`src/rtl/tmr_unit_pkg.sv`:
```
// Shared timer definitions: control-word layout and FSM state encodings.
// These are the same field positions and state codes the register file
// uses for TCON and the TMR read path.
package tmr_unit_pkg;

    // Control word as seen in TCON (bit 0 is en, bits 31:16 are top).
    typedef struct packed {
        logic [15:0] top;   // compare value; 0 selects full-range wrap
        logic [7:0]  rsvd;
        logic [3:0]  ps;    // prescale exponent, tick every 2^ps clocks
        logic        ack;   // clear the sticky flag
        logic        clr;   // zero count/prescaler and go idle
        logic        ar;    // auto-reload on match
        logic        en;
    } tmr_ctrl_t;

    typedef enum logic [1:0] {
        ST_IDLE = 2'd0,
        ST_RUN  = 2'd1,
        ST_DONE = 2'd2
    } tmr_state_e;

endpackage

```
`src/rtl/tmr_unit_if.sv`:
```
// Timer register-file link: control word in, count/flag/state out.
interface tmr_unit_if #(
    parameter int CNT_W = 16
);
    logic [31:0]      tmr_ctrl;
    logic [CNT_W-1:0] tmr_cntr;
    logic             tmr_flag;
    logic [1:0]       tmr_state;

    // Register file side
    modport master (
        output tmr_ctrl,
        input  tmr_cntr, tmr_flag, tmr_state
    );

    // Timer side
    modport slave (
        input  tmr_ctrl,
        output tmr_cntr, tmr_flag, tmr_state
    );
endinterface

```
`src/rtl/tmr_prescaler.sv`:
```
// Prescaler: while run is held, pulses tick once every 2^ps clocks.
// The counter restarts from zero whenever the timer stops running, so the
// first tick after (re)entering RUN always comes a full period later.
// PS_W must be at least 15 to cover every ps value.
module tmr_prescaler #(
    parameter int PS_W = 16
) (
    input  logic       clk,
    input  logic       rst,
    input  logic       clear,
    input  logic       run,
    input  logic [3:0] ps,
    output logic       tick
);
    logic [PS_W-1:0] cnt;
    logic [PS_W-1:0] mask;

    assign mask = PS_W'((32'd1 << ps) - 32'd1);
    // >= rather than == so a mid-run drop of ps ticks at once instead of
    // walking the counter all the way round.
    assign tick = run && (cnt >= mask);

    // Divider counter; zeroed when idle, cleared, or on each tick
    always_ff @(posedge clk) begin
        if (rst || clear || !run)
            cnt <= '0;
        else if (tick)
            cnt <= '0;
        else
            cnt <= cnt + PS_W'(1);
    end
endmodule

```
`src/rtl/tmr_unit.sv`:
```
// Timer unit: up-counter with compare match, sticky flag, optional
// auto-reload, and a run/idle/done FSM driven by the TCON control word.
// Build option: define TMR_PRESCALE_EN to add the 2^PS prescaler; without
// it PS is ignored and the counter ticks on every clock in RUN.
module tmr_unit #(
    parameter int CNT_W = 16,
    parameter int PS_W  = 16
) (
    input  logic       clk,
    input  logic       rst,
    tmr_unit_if.slave  bus
);
    import tmr_unit_pkg::*;

    tmr_ctrl_t        c;
    tmr_state_e       state, state_nx;
    logic [CNT_W-1:0] cnt, cnt_nx;
    logic [CNT_W-1:0] match;
    logic             flag, flag_nx;
    logic             run;
    logic             tick;
    logic             unused_bits;

    assign c = bus.tmr_ctrl;

    // top = 0 means "match at all-ones" so the full range is usable
    assign match = (c.top == '0) ? '1 : CNT_W'(c.top);

    // Counting is only live on a clock that keeps us in RUN
    assign run = (state == ST_RUN) && c.en && !c.clr;

`ifdef TMR_PRESCALE_EN
    tmr_prescaler #(.PS_W(PS_W)) u_prescaler (
        .clk   (clk),
        .rst   (rst),
        .clear (c.clr),
        .run   (run),
        .ps    (c.ps),
        .tick  (tick)
    );
    assign unused_bits = ^c.rsvd;
`else
    assign tick        = run;
    assign unused_bits = ^{c.rsvd, c.ps, 1'(PS_W)};
`endif

    // State, count and flag registers
    always_ff @(posedge clk) begin
        if (rst) begin
            state <= ST_IDLE;
            cnt   <= '0;
            flag  <= 1'b0;
        end else begin
            state <= state_nx;
            cnt   <= cnt_nx;
            flag  <= flag_nx;
        end
    end

    // Next-state, count and flag update; clr beats every other control bit
    always_comb begin
        state_nx = state;
        cnt_nx   = cnt;
        flag_nx  = flag && !c.ack;
        if (c.clr) begin
            state_nx = ST_IDLE;
            cnt_nx   = '0;
        end else begin
            case (state)
                ST_IDLE: begin
                    if (c.en)
                        state_nx = ST_RUN;
                end
                ST_RUN: begin
                    if (!c.en) begin
                        state_nx = ST_IDLE;
                    end else if (tick) begin
                        if (cnt == match) begin
                            // a match in the same clock as ack still sets
                            flag_nx = 1'b1;
                            if (c.ar)
                                cnt_nx = '0;
                            else
                                state_nx = ST_DONE;
                        end else begin
                            // top lowered below cnt: wrap through all-ones
                            cnt_nx = cnt + CNT_W'(1);
                        end
                    end
                end
                ST_DONE: begin
                    if (!c.en)
                        state_nx = ST_IDLE;
                end
                default: state_nx = ST_IDLE;
            endcase
        end
    end

    assign bus.tmr_cntr  = cnt;
    assign bus.tmr_flag  = flag;
    assign bus.tmr_state = state;
endmodule

```
`src/flat_wrapper.sv`:
```
// flat-port wrapper written by rule: the top's interface ports become plain ports
module tmr_unit_flat import tmr_unit_pkg::*;
#(
    parameter int CNT_W = 16,
    parameter int PS_W  = 16
)
  (clk, rst, bus_tmr_ctrl, bus_tmr_cntr, bus_tmr_flag, bus_tmr_state);
  tmr_unit_if #(.CNT_W(CNT_W)) bus_i ();
  input  logic clk;
  input  logic rst;
  input wire logic [$bits(bus_i.tmr_ctrl)-1:0] bus_tmr_ctrl;
  output wire logic [$bits(bus_i.tmr_cntr)-1:0] bus_tmr_cntr;
  output wire logic [$bits(bus_i.tmr_flag)-1:0] bus_tmr_flag;
  output wire logic [$bits(bus_i.tmr_state)-1:0] bus_tmr_state;
  assign bus_i.tmr_ctrl = bus_tmr_ctrl;
  assign bus_tmr_cntr = bus_i.tmr_cntr;
  assign bus_tmr_flag = bus_i.tmr_flag;
  assign bus_tmr_state = bus_i.tmr_state;
  tmr_unit #(.CNT_W(CNT_W), .PS_W(PS_W)) u_core (.clk(clk), .rst(rst), .bus(bus_i));
endmodule
```
`config.mk`:
```
export PLATFORM = sky130hd
export DESIGN_NAME = tmr_unit_flat
export DESIGN_NICKNAME = d
export VERILOG_FILES = /design/src/rtl/tmr_unit_pkg.sv /design/src/rtl/tmr_unit_if.sv /design/src/rtl/tmr_prescaler.sv /design/src/rtl/tmr_unit.sv /design/src/flat_wrapper.sv
export SDC_FILE = /design/constraint.sdc
export NUM_CORES = 1
export LEC_CHECK = 0
export ABC_AREA = 1
export BUFFER_PORTS_ARGS = -buffer_cell sky130_fd_sc_hd__buf_2
export CORE_ASPECT_RATIO = 0.8
export CORE_MARGIN = 4
export CORE_UTILIZATION = 30
export DETAILED_ROUTE_END_ITERATION = 12
export PLACE_DENSITY = 0.61
export SLEW_MARGIN = 40
export SYNTH_ARGS = -nofsm -noshare
export SYNTH_HDL_FRONTEND = slang
export SYNTH_SLANG_ARGS = --single-unit
```
`constraint.sdc`:
```
create_clock -name clk -period 3 [get_ports clk]
set_input_delay 0.15 -clock clk [delete_from_list [all_inputs] [get_ports clk]]
set_output_delay 0.15 -clock clk [all_outputs]
set_load 0.02 [all_outputs]
```
==> results.md, run 1 <==
- Kind of critical path: input pin to register
- HPWL Detailed: 4090 um
- Worst slack, placed: 0.483 ns
- Initial DRC count: 90
- Gates resized, CTS repair: 0
- Num CTS Buffers: 3
- Final instance area: 2060 um^2
- Netlist cell types: 21
- Max Fclk: 448 MHz
- # nets final: 401
- Slowest-stage cell, CP: nand2_2
- Hold endpoint: u_core.bus.tmr_flag$_SDFF_PP0_
- Placed cell area: 2020 um^2
- Grt ovf: 0
- CP Data Arrival Time: 2.37 ns
- Worst-path fanout max: 33
- Final setup fails: 0
- CTS sink cnt: 19
- Most instantiated cells after synthesis: nand2_1, nor2_1, inv_1, nand3_1, dfxtp_1
- Clock latency on the worst-skew pair: 0.26 ns
- Die area: 7180 um^2
- Syn nets: 362
- First-pass GRT wire length: 8960 um
- Clock transition at path regs: 0.08 ns
- Critical Path RT: 3.13 ns
- Ys Warns: 0
- Initial antenna violation count: 0
- Cells after Synth: 327
- Leakage: 1.01 nW
- Crit. End Element: register
- Slew margin rel.: 0.646
- Most frequent cell after synthesis: nand2_1
- Largest cells by area after synthesis: dfxtp_1, nand2_1, nor2_1
- Fraction of layout cells with a size suffix above 1: 0.148
- Avg Inst Size Synth: 5.40 um^2
- Most common cell on crit path: nand2_1
- Clock Path Buffers: 2
- Top-area cell type share of the netlist area: 0.215
- Hold WC Path Type: input pin to register
- PortBufs: 40
- Fin crit share: 0.744
- Netlist Area Pre-Place: 1770 um^2
- Startpoint types: input pin
- Final Hold Fails: 0
- GP Congestion: 0.861
- Core Util, Final: 0.369
- CP max stage delay: 0.35 ns
- DRT Wirelength: 5060 um
- Row count: 24
- Max-cap violations: 0
- Hold depth: 2
- Vias per cell: 4.60
- Drt wl/cell: 11.4 um
- Initial core utilization: 0.316
- Yosys top cell by area: dfxtp_1
- Worst VDD drop: 0.105 mV
- Die Width: 93.8 um
- Hold path startpoint: rst
- RSZ-0062 raised after global routing: false
- Asr flop ratio synth: 0
- Antenna Nets Post-Route: 0
- Via count: 2,036
- R2R setup slack: 0.97 ns
- Cts hold-fix bufs: 0
- DRC errors left: 0
- Setup TNS: 0 ns
- Setup bufs post-CTS: 0
- Min cycle time layout: 2.23 ns
- Register bit total from synthesis: 19
- Worst r2r src: u_core.bus.tmr_cntr[8]$_SDFFE_PP0P_
- Power per cell area: 251 nW/um^2
- CP Cell Sequence: buf_2 > nor2_1 > nand2_1 > nor2_1 > nand2_2 > nand3_1 > nand2_1 > nor2_1 > nand2_1 > nor2_2 > nand2_2 > nand2_4 > nand2_2 > nand2_1 > a21oi_1
- CORE AREA: 5590 um^2
- Reg2reg path depth: 11
- Number of H-tree levels: 1
- Worst Tran Pin Value: 0.529 ns
- DRT Pass-1 Iters: 4
- CTS tree: yes
- EDFF count, synth: 0
- Clock Skews: 0.00183 ns
- Outcome: completed
- Largest net degree at the start of global routing: 34
- Worst setup margin: 0.768 ns
- Io pins: 53
- Die Ht: 76.6 um
- GRT Total Usage: 0.150
- Sequential area share after synthesis: 0.215
- Ant diodes: 0
- Reg-to-reg critical path endpoint: u_core.bus.tmr_cntr[8]$_SDFFE_PP0P_
- Final Max Tran Viols: 0
- Clock root cell: clkbuf_8
- Ys flop type: dfxtp_1
- Area growth syn-to-layout: 16.9%
- Vias in the first global route: 1,879
-- cell usage in the layout, fill, tap and decap left out, drive strengths merged --
cell type,count
a21oi,15
and2,1
buf,43
clkbuf,3
clkinv,1
dfxtp,19
ha,1
inv,49
nand2,101
nand3,43
nand4,8
nor2,64
nor3,3
o21ai,2
xnor2,1
xor2,11
-- cells by family after synthesis --
logic type                 Yosys count  synth area share
and+or+nand+nor                    220             0.524
DFF                                 19             0.215
xor gates and xnor gates            12            0.0595
adders and majority gates            1           0.00709
AOI/OAI and AO/OA                   17            0.0503
buffers and inverters               58             0.143
-- through the flow --
step                hold slack [ns]  power [mW]  std cells
global route                 0.0481       0.545        443
global placement              0.322       0.334        439
detailed placement            0.325       0.334        439
finish                       0.0432       0.518        443
floorplan                     0.219       0.308        327
CTS                          0.0431       0.519        443
-- registers in the layout (all words and copies together) (netlist names) --
signal and count:
u_core.bus.tmr_state 2, u_core.bus.tmr_flag 1, u_core.bus.tmr_cntr 16
-- routing by layer --
layer	vias to the layer above	wire (um)	global-route usage
met5	-	0	0
met4	0	53	0.0390
met3	5	324	0.00888
met2	47	2040	0.216
met1	897	2640	0.237
li1	1087	-	-
-- how the worst max path moves through the flow --
| stage | start | end | depth (start not counted) |
|---|---|---|---|
| 2_1_floorplan | u_core.bus.tmr_state[0]$_SDFFE_PP0P_ | u_core.bus.tmr_cntr[13]$_SDFFE_PP0P_ | 8 |
| 3_3_place_gp | bus_tmr_ctrl[23] | u_core.bus.tmr_cntr[9]$_SDFFE_PP0P_ | 15 |
| 3_5_place_dp | bus_tmr_ctrl[23] | u_core.bus.tmr_cntr[8]$_SDFFE_PP0P_ | 15 |
| 4_1_cts | bus_tmr_ctrl[23] | u_core.bus.tmr_cntr[8]$_SDFFE_PP0P_ | 15 |
| 5_1_grt | bus_tmr_ctrl[23] | u_core.bus.tmr_cntr[7]$_SDFFE_PP0P_ | 15 |
| 6_report | bus_tmr_ctrl[23] | u_core.bus.tmr_cntr[8]$_SDFFE_PP0P_ | 15 |
-- report_power, final --
group	switching (mW)	internal, mW
clock network	0.0976	0.0927
logic	0.0472	0.0277
registers	0.000450	0.253
total	0.145	0.373
-- final cells by class --
cell class	instances	area [um^2]
Fill cell	638	3520
Multi-Input combinational cell	250	1130
Sequential cell	19	380
Timing Repair Buffer	43	223
Inverter	49	184
Tap cell	78	97.6
Clock buffer	3	41.3
Clock inverter	1	5.00
-- critical path, delay by kind of cell --
kind / cells / cell delay, ns
compound gates: 1 / 0.07
simple gates: 13 / 2.04
buf+inv: 1 / 0.10
Power figures use the tool's default switching activity.
==> run 2: changes to the inputs <==
--- a/config.mk
+++ b/config.mk
@@ -11,7 +11,7 @@
 export CORE_MARGIN = 4
 export CORE_UTILIZATION = 30
 export DETAILED_ROUTE_END_ITERATION = 12
-export PLACE_DENSITY = 0.61
+export PLACE_DENSITY = 0.63
 export SLEW_MARGIN = 40
 export SYNTH_ARGS = -nofsm -noshare
 export SYNTH_HDL_FRONTEND = slang
==> constraint.sdc (replaced) <==
create_clock -name clk -period 1.8 [get_ports clk]
set_input_delay 0.09 -clock clk [delete_from_list [all_inputs] [get_ports clk]]
set_output_delay 0.09 -clock clk [all_outputs]
set_load 0.02 [all_outputs]
==> run 2 against run 1 <==
Effect of this change: core utilization grew 9.3 points; sequential share of layout area shrank 3.2 points; register-to-register slack lost 0.86 ns; critical path type unchanged.
==> results.md, run 2 (synthesis gave the netlist of run 1 again) <==
- CTS sink cnt: 19 (unchanged)
- Top layer in use: met4 (unchanged)
- Worst slack, placed: -0.271 ns (was 0.483 ns)
- PortBufs: 40 (unchanged)
- Critical Path RT: 1.93 ns (was 3.13 ns)
- Ant diodes: 0 (unchanged)
- Worst VDD drop: 0.261 mV (was 0.105 mV)
- Io pins: 53 (unchanged)
- GP Congestion: 0.875 (was 0.861)
- GRT Total Usage: 0.156 (was 0.150)
- Initial core utilization: 0.316 (unchanged)
- Leakage: 1.28 nW (was 1.01 nW)
- Comb pwr share: 0.196 (was 0.145)
- Min cycle time layout: 1.70 ns
- Vias per cell: 4.73 (was 4.60)
- Fraction of layout cells with a size suffix above 1: 0.298 (was 0.148)
- R2R setup slack: 0.11 ns (was 0.97 ns)
- Initial antenna violation count: 0 (unchanged)
- Drt wl/cell: 12.3 um (was 11.4 um)
- Hold_ws: 0.0765 ns (was 0.0432 ns)
- Final Max Tran Viols: 0 (unchanged)
- Largest register FFs: 16 (unchanged)
- Power per cell area: 348 nW/um^2 (was 251 nW/um^2)
- Worst Tran Pin Value: 0.517 ns (was 0.529 ns)
- Area growth syn-to-layout: 46.4% (was 16.9%)
- Clock Skews: 0.00540 ns (was 0.00183 ns)
- Startpoint types: input pin (unchanged)
- DRC errors left: 0 (unchanged)
- Number of H-tree levels: 1 (unchanged)
- Metal3 WL: 278 um (was 324 um)
- Largest net degree at the start of global routing: 34 (unchanged)
- HPWL Detailed: 4530 um (was 4090 um)
- Sw Pwr: 0.243 mW (was 0.145 mW)
- Int Power: 0.655 mW (was 0.373 mW)
- Fin crit share: 0.946
- Crit. End Element: register (unchanged)
- Clock Path Buffers: 2 (unchanged)
- Die area: 7180 um^2 (unchanged)
- Hold depth: 4 (was 2)
- Die Ht: 76.6 um (unchanged)
- Sw frac: 0.271 (was 0.280)
- Worst setup margin: 0.0980 ns (was 0.768 ns)
- Clock share of power: 0.336 (was 0.367)
- Clock root cell: clkbuf_8 (unchanged)
- DR WL met2: 2640 um (was 2040 um)
- Final setup fails: 0 (unchanged)
- Worst r2r src: u_core.bus.tmr_cntr[0]$_SDFFE_PP0P_ (was u_core.bus.tmr_cntr[8]$_SDFFE_PP0P_)
- CORE AREA: 5590 um^2 (unchanged)
- Hold endpoint: u_core.bus.tmr_flag$_SDFF_PP0_ (unchanged)
- Most common library cell in the layout ignoring fill and taps: nand2_1 (unchanged)
- Reg2reg path depth: 12 (was 11)
- Die Width: 93.8 um (unchanged)
- # nets final: 445 (was 401)
- First-pass GRT wire length: 9260 um (was 8960 um)
- Initial DRC count: 108 (was 90)
- Antenna Nets Post-Route: 0 (unchanged)
- Sequential share of power: 0.468 (was 0.488)
- Max-cap violations: 0 (unchanged)
- Grt ovf: 0 (unchanged)
- Reg-to-reg critical path endpoint: u_core.bus.tmr_cntr[13]$_SDFFE_PP0P_ (was u_core.bus.tmr_cntr[8]$_SDFFE_PP0P_)
- CTS tree: yes (unchanged)
- Most frequent cells in the layout: nand2_1, nor2_1, inv_1 (unchanged)
- Worst-path fanout max: 12 (was 33)
- Max Fclk: 588 MHz
- Clock transition at path regs: 0.07 ns (was 0.08 ns)
- Via count: 2,305 (was 2,036)
- Slew margin rel.: 0.655 (was 0.646)
- Outcome: completed (unchanged)
- Vias in the first global route: 1,966 (was 1,879)
- Num CTS Buffers: 3 (unchanged)
- DRT Pass-1 Iters: 6 (was 4)
- CP Data Arrival Time: 1.83 ns (was 2.37 ns)
- RSZ-0062 raised after global routing: true (was false)
- Hold path startpoint: bus_tmr_ctrl[3] (was rst)
- Hold WC Path Type: input pin to register (unchanged)
- DRT Wirelength: 6010 um (was 5060 um)
- Wire length on met1: 2930 um (was 2640 um)
- Clock latency on the worst-skew pair: 0.26 ns (about the same)
- Final Hold Fails: 0 (unchanged)
- Kind of critical path: input pin to register (unchanged)
- Row count: 24 (unchanged)
==> run 2: area by class of cell <==
| cell class | instances | area (um^2) |
|---|---|---|
| repair buffers | 87 | 618 |
| well taps | 78 | 97.6 |
| multi-input cells | 250 | 1250 |
| flip-flops and latches | 19 | 393 |
| inverters | 49 | 184 |
| fillers | 625 | 3000 |
| clock buffers | 4 | 45.0 |
==> run 2: metrics by stage <==
stage          power [mW]  cells  area (um^2)  utilization  setup TNS (ns)
2_1_floorplan       0.513    327         1770            -               0
3_3_place_gp        0.590    478         2330        0.417           -3.55
3_5_place_dp        0.592    478         2330        0.417           -3.90
4_1_cts             0.900    483         2380        0.427               0
5_1_grt             0.950    487         2580        0.463         -0.0710
6_report            0.898    487         2580        0.463               0
==> run 2: timing repair <==
action,4_1_cts,5_1_grt
setup buffers,0,2
endpoints found under the hold margin,1,0
hold buffers,1,0
resized for setup,0,38
setup endpoints to repair,0,19
==> run 2: metal layers <==
metal | up-vias | track usage
li1 | 1181 | -
met1 | 1042 | 0.229
met2 | 67 | 0.237
met3 | 15 | 0.0138
met4 | 0 | 0.0519
met5 | - | 0
==> run 2: critical path, cell delays in order <==
cell       delay (ns)
buf_2            0.11
nor2_2           0.11
nand2_1          0.07
nor2_2           0.14
nand2_4          0.10
clkbuf_16        0.17
nand3_1          0.08
buf_4            0.11
nand3_1          0.06
nor2_1           0.14
nand2_1          0.08
nor2_1           0.17
buf_6            0.18
nor2_1           0.06
nand2_1          0.09
a21oi_2          0.05
==> run 2: power by group through the flow <==
stage	clock [mW]	sequential, mW	combinational [mW]
4_1_cts	0.316	0.421	0.163
3_3_place_gp	0	0.431	0.159
6_report	0.302	0.420	0.176
2_1_floorplan	0	0.433	0.0802
5_1_grt	0.332	0.420	0.197
3_5_place_dp	0	0.431	0.161
==> run 2: worst max path at each step <==
stage / startpoint / to / cells after the start
floorplan: u_core.bus.tmr_cntr[2]$_SDFFE_PP0P_ / u_core.bus.tmr_cntr[12]$_SDFFE_PP0P_ / 12
global placement: bus_tmr_ctrl[25] / u_core.bus.tmr_cntr[2]$_SDFFE_PP0P_ / 18
detailed placement: bus_tmr_ctrl[27] / u_core.bus.tmr_cntr[9]$_SDFFE_PP0P_ / 16
CTS: bus_tmr_ctrl[27] / u_core.bus.tmr_cntr[9]$_SDFFE_PP0P_ / 16
global route: bus_tmr_ctrl[19] / u_core.bus.tmr_cntr[6]$_SDFFE_PP0P_ / 17
finish: bus_tmr_ctrl[19] / u_core.bus.tmr_cntr[6]$_SDFFE_PP0P_ / 16
==> run 3: changes to the inputs <==
==> constraint.sdc (replaced) <==
create_clock -name clk -period 1.8 [get_ports clk]
set_input_delay 0.36 -clock clk [delete_from_list [all_inputs] [get_ports clk]]
set_output_delay 0.36 -clock clk [all_outputs]
set_load 0.02 [all_outputs]
==> run 3 against run 2 <==
Effect of this change: the run now ends with negative setup slack left; via count rose by 1.5%; sequential share of layout area shrank 2.9 points; die area is the same; first-iteration DRC count shrank 5.6%; core utilization increased by 9.5 points; highest routed layer unchanged; non-clock buffer count is 11 higher; design area grew 21%; cell count increased by 2.5%; critical path depth rose by 2.
==> results.md, run 3 (synthesis gave the netlist of run 1 again) <==
- Outcome: finished, violations left (was completed)
- Failing checks: negative setup slack
- Fraction of layout cells with a size suffix above 1: 0.480 (was 0.298)
- Initial antenna violation count: 0 (unchanged)
- Critical Path RT: 2.00 ns (was 1.93 ns)
- First-pass GRT wire length: 10,400 um (was 9260 um)
- Power per cell area: 315 nW/um^2 (was 348 nW/um^2)
- Sw Pwr: 0.284 mW (was 0.243 mW)
- Vias in the first global route: 2,204 (was 1,966)
- Most frequent cells in the layout: nand2_1, buf_4, inv_1 (was nand2_1, nor2_1, inv_1)
- Initial core utilization: 0.316 (unchanged)
- Core Util, Final: 0.558 (was 0.463)
- Min cycle time layout: 1.98 ns (was 1.70 ns)
- GP Congestion: 0.876 (was 0.875)
- Worst slack, placed: -0.491 ns (was -0.271 ns)
- Largest register FFs: 16 (unchanged)
- HPWL Detailed: 4620 um (was 4530 um)
- CORE AREA: 5590 um^2 (unchanged)
- Area growth syn-to-layout: 76.5% (was 46.4%)
- Slowest-stage cell, CP: buf_12 (was buf_6)
- Clock share of power: 0.317 (was 0.336)
- DRT Pass-1 Iters: 4 (was 6)
- Largest net degree at the start of global routing: 14 (was 34)
- Final instance area: 3120 um^2 (was 2580 um^2)
- Final Power: 0.983 mW (was 0.898 mW)
- Int Power: 0.699 mW (was 0.655 mW)
- Comb pwr share: 0.255 (was 0.196)
- Hold WC Path Type: input pin to register (unchanged)
- Fin crit share: 1.10 (was 0.946)
- Clock root cell: clkbuf_8 (unchanged)
- DRC errors left: 0 (unchanged)
- Final Max Tran Viols: 0 (unchanged)
- Kind of critical path: input pin to register (unchanged)
- Vias per cell: 4.69 (was 4.73)
- Crit. End Element: register (unchanged)
- Final setup fails: 19 (was 0)
- CP max stage delay: 0.16 ns (was 0.18 ns)
- RSZ-0062 raised after global routing: true (unchanged)
- Initial DRC count: 102 (was 108)
- Most common library cell in the layout ignoring fill and taps: nand2_1 (unchanged)
- Die Width: 93.8 um (unchanged)
- Setup TNS: -2.48 ns (was 0 ns)
- Sequential share of power: 0.429 (was 0.468)
- Clock Path Buffers: 2 (unchanged)
- # nets final: 457 (was 445)
- Clock latency on the worst-skew pair: 0.26 ns (about the same)
- CTS tree: yes (unchanged)
- Startpoint types: input pin (unchanged)
- Antenna Nets Post-Route: 0 (unchanged)
- Clock transition at path regs: 0.08 ns (was 0.07 ns)
- Leakage: 1.43 nW (was 1.28 nW)
- Num CTS Buffers: 3 (unchanged)
- Delay-heaviest family, CP: simple AND/OR/NAND/NOR gates (unchanged)
- Clock Skews: 0.00330 ns (was 0.00540 ns)
- Grt ovf: 0 (unchanged)
- CTS sink cnt: 19 (unchanged)
- Hold_ws: 0.263 ns (was 0.0765 ns)
- Slew margin rel.: 0.820 (was 0.655)
- Ant diodes: 0 (unchanged)
- Row count: 24 (unchanged)
- Die area: 7180 um^2 (unchanged)
- DRT Wirelength: 6580 um (was 6010 um)
- Io pins: 53 (unchanged)
- Worst setup margin: -0.180 ns (was 0.0980 ns)
- CP Cell Sequence: buf_8 > nor2_4 > nand2_2 > nor2_4 > nand2_4 > buf_12 > nand2_4 > nand2_2 > nand2_2 > inv_2 > nor2_2 > nand2_1 > nor2_2 > nand2_4 > nand2_8 > buf_12 > nand3_1 > a21oi_1 (was buf_2 > nor2_2 > nand2_1 > nor2_2 > nand2_4 > clkbuf_16 > nand3_1 > buf_4 > nand3_1 > nor2_1 > nand2_1 > nor2_1 > buf_6 > nor2_1 > nand2_1 > a21oi_2)
- Max-cap violations: 0 (unchanged)
- Worst path bufs/invs: 4 (unchanged)
- Final Hold Fails: 0 (unchanged)
- Die Ht: 76.6 um (unchanged)
- Via count: 2,340 (was 2,305)
- Sw frac: 0.289 (was 0.271)
- Max Fclk: 505 MHz (was 588 MHz)
- Worst Tran Pin Value: 0.270 ns (was 0.517 ns)
- Worst VDD drop: 0.300 mV (was 0.261 mV)
- CP Data Arrival Time: 2.18 ns (was 1.83 ns)
- Number of H-tree levels: 1 (unchanged)
- Worst-path fanout max: 8 (was 12)
- Placed cell area: 2470 um^2 (was 2330 um^2)
- PortBufs: 40 (unchanged)
- Placed cells: 483 (was 478)
- Cts hold-fix bufs: 0 (was 1)
- GRT Total Usage: 0.177 (was 0.156)
- Fin cells: 499 (was 487)
- Drt wl/cell: 13.2 um (was 12.3 um)
-- run 3: final timing paths --
check | from | end | slack [ns] | cells past startpoint
setup / recovery | bus_tmr_ctrl[28] | u_core.bus.tmr_cntr[13]$_SDFFE_PP0P_ | -0.18 | 18
hold / removal | rst | u_core.bus.tmr_flag$_SDFF_PP0_ | 0.26 | 2
setup reg to reg | u_core.bus.tmr_cntr[10]$_SDFFE_PP0P_ | u_core.bus.tmr_cntr[13]$_SDFFE_PP0P_ | 0.03 | 11
hold reg to reg | u_core.bus.tmr_flag$_SDFF_PP0_ | u_core.bus.tmr_flag$_SDFF_PP0_ | 0.47 | 2
-- run 3: layout make-up --
| cell class | count | area (um^2) |
|---|---|---|
| Clock buffer | 3 | 41.3 |
| Clock inverter | 1 | 5.00 |
| Fill cell | 536 | 2470 |
| Inverter | 49 | 186 |
| Multi-Input combinational cell | 251 | 1540 |
| Sequential cell | 19 | 383 |
| Tap cell | 78 | 97.6 |
| Timing Repair Buffer | 98 | 860 |
-- run 3: metal layers --
layer / track usage / part of all wire
met1: 0.250 / 0.46
met5: 0 / 0
met4: 0.0548 / 0.019
met2: 0.277 / 0.48
met3: 0.0207 / 0.041
-- run 3: repair_timing --
item | in CTS | in global routing
gates resized for setup | 64 | 64
gates cloned | 3 | 1
setup endpoints to repair | 19 | 19
pin swaps | 24 | 32
buffers inserted | 5 | 5
-- run 3: worst reg2reg max path, cell delays in order, from the launching register on --
cell and delay [ns]:
dfxtp_1 0.47, inv_1 0.14, nand2_1 0.12, nand2_2 0.07, nor2_2 0.12, nand2_2 0.08, nor2_4 0.15, nand2_4 0.09
nand2_8 0.13, buf_12 0.14, nand3_1 0.06, a21oi_1 0.14
-- run 3: power by group through the flow --
stage          clock network, mW  logic, mW  registers (mW)
2_1_floorplan                  0     0.0849           0.433
3_3_place_gp                   0      0.175           0.431
3_5_place_dp                   0      0.176           0.431
4_1_cts                    0.323      0.218           0.421
5_1_grt                    0.338      0.274           0.422
6_report                   0.311      0.250           0.421
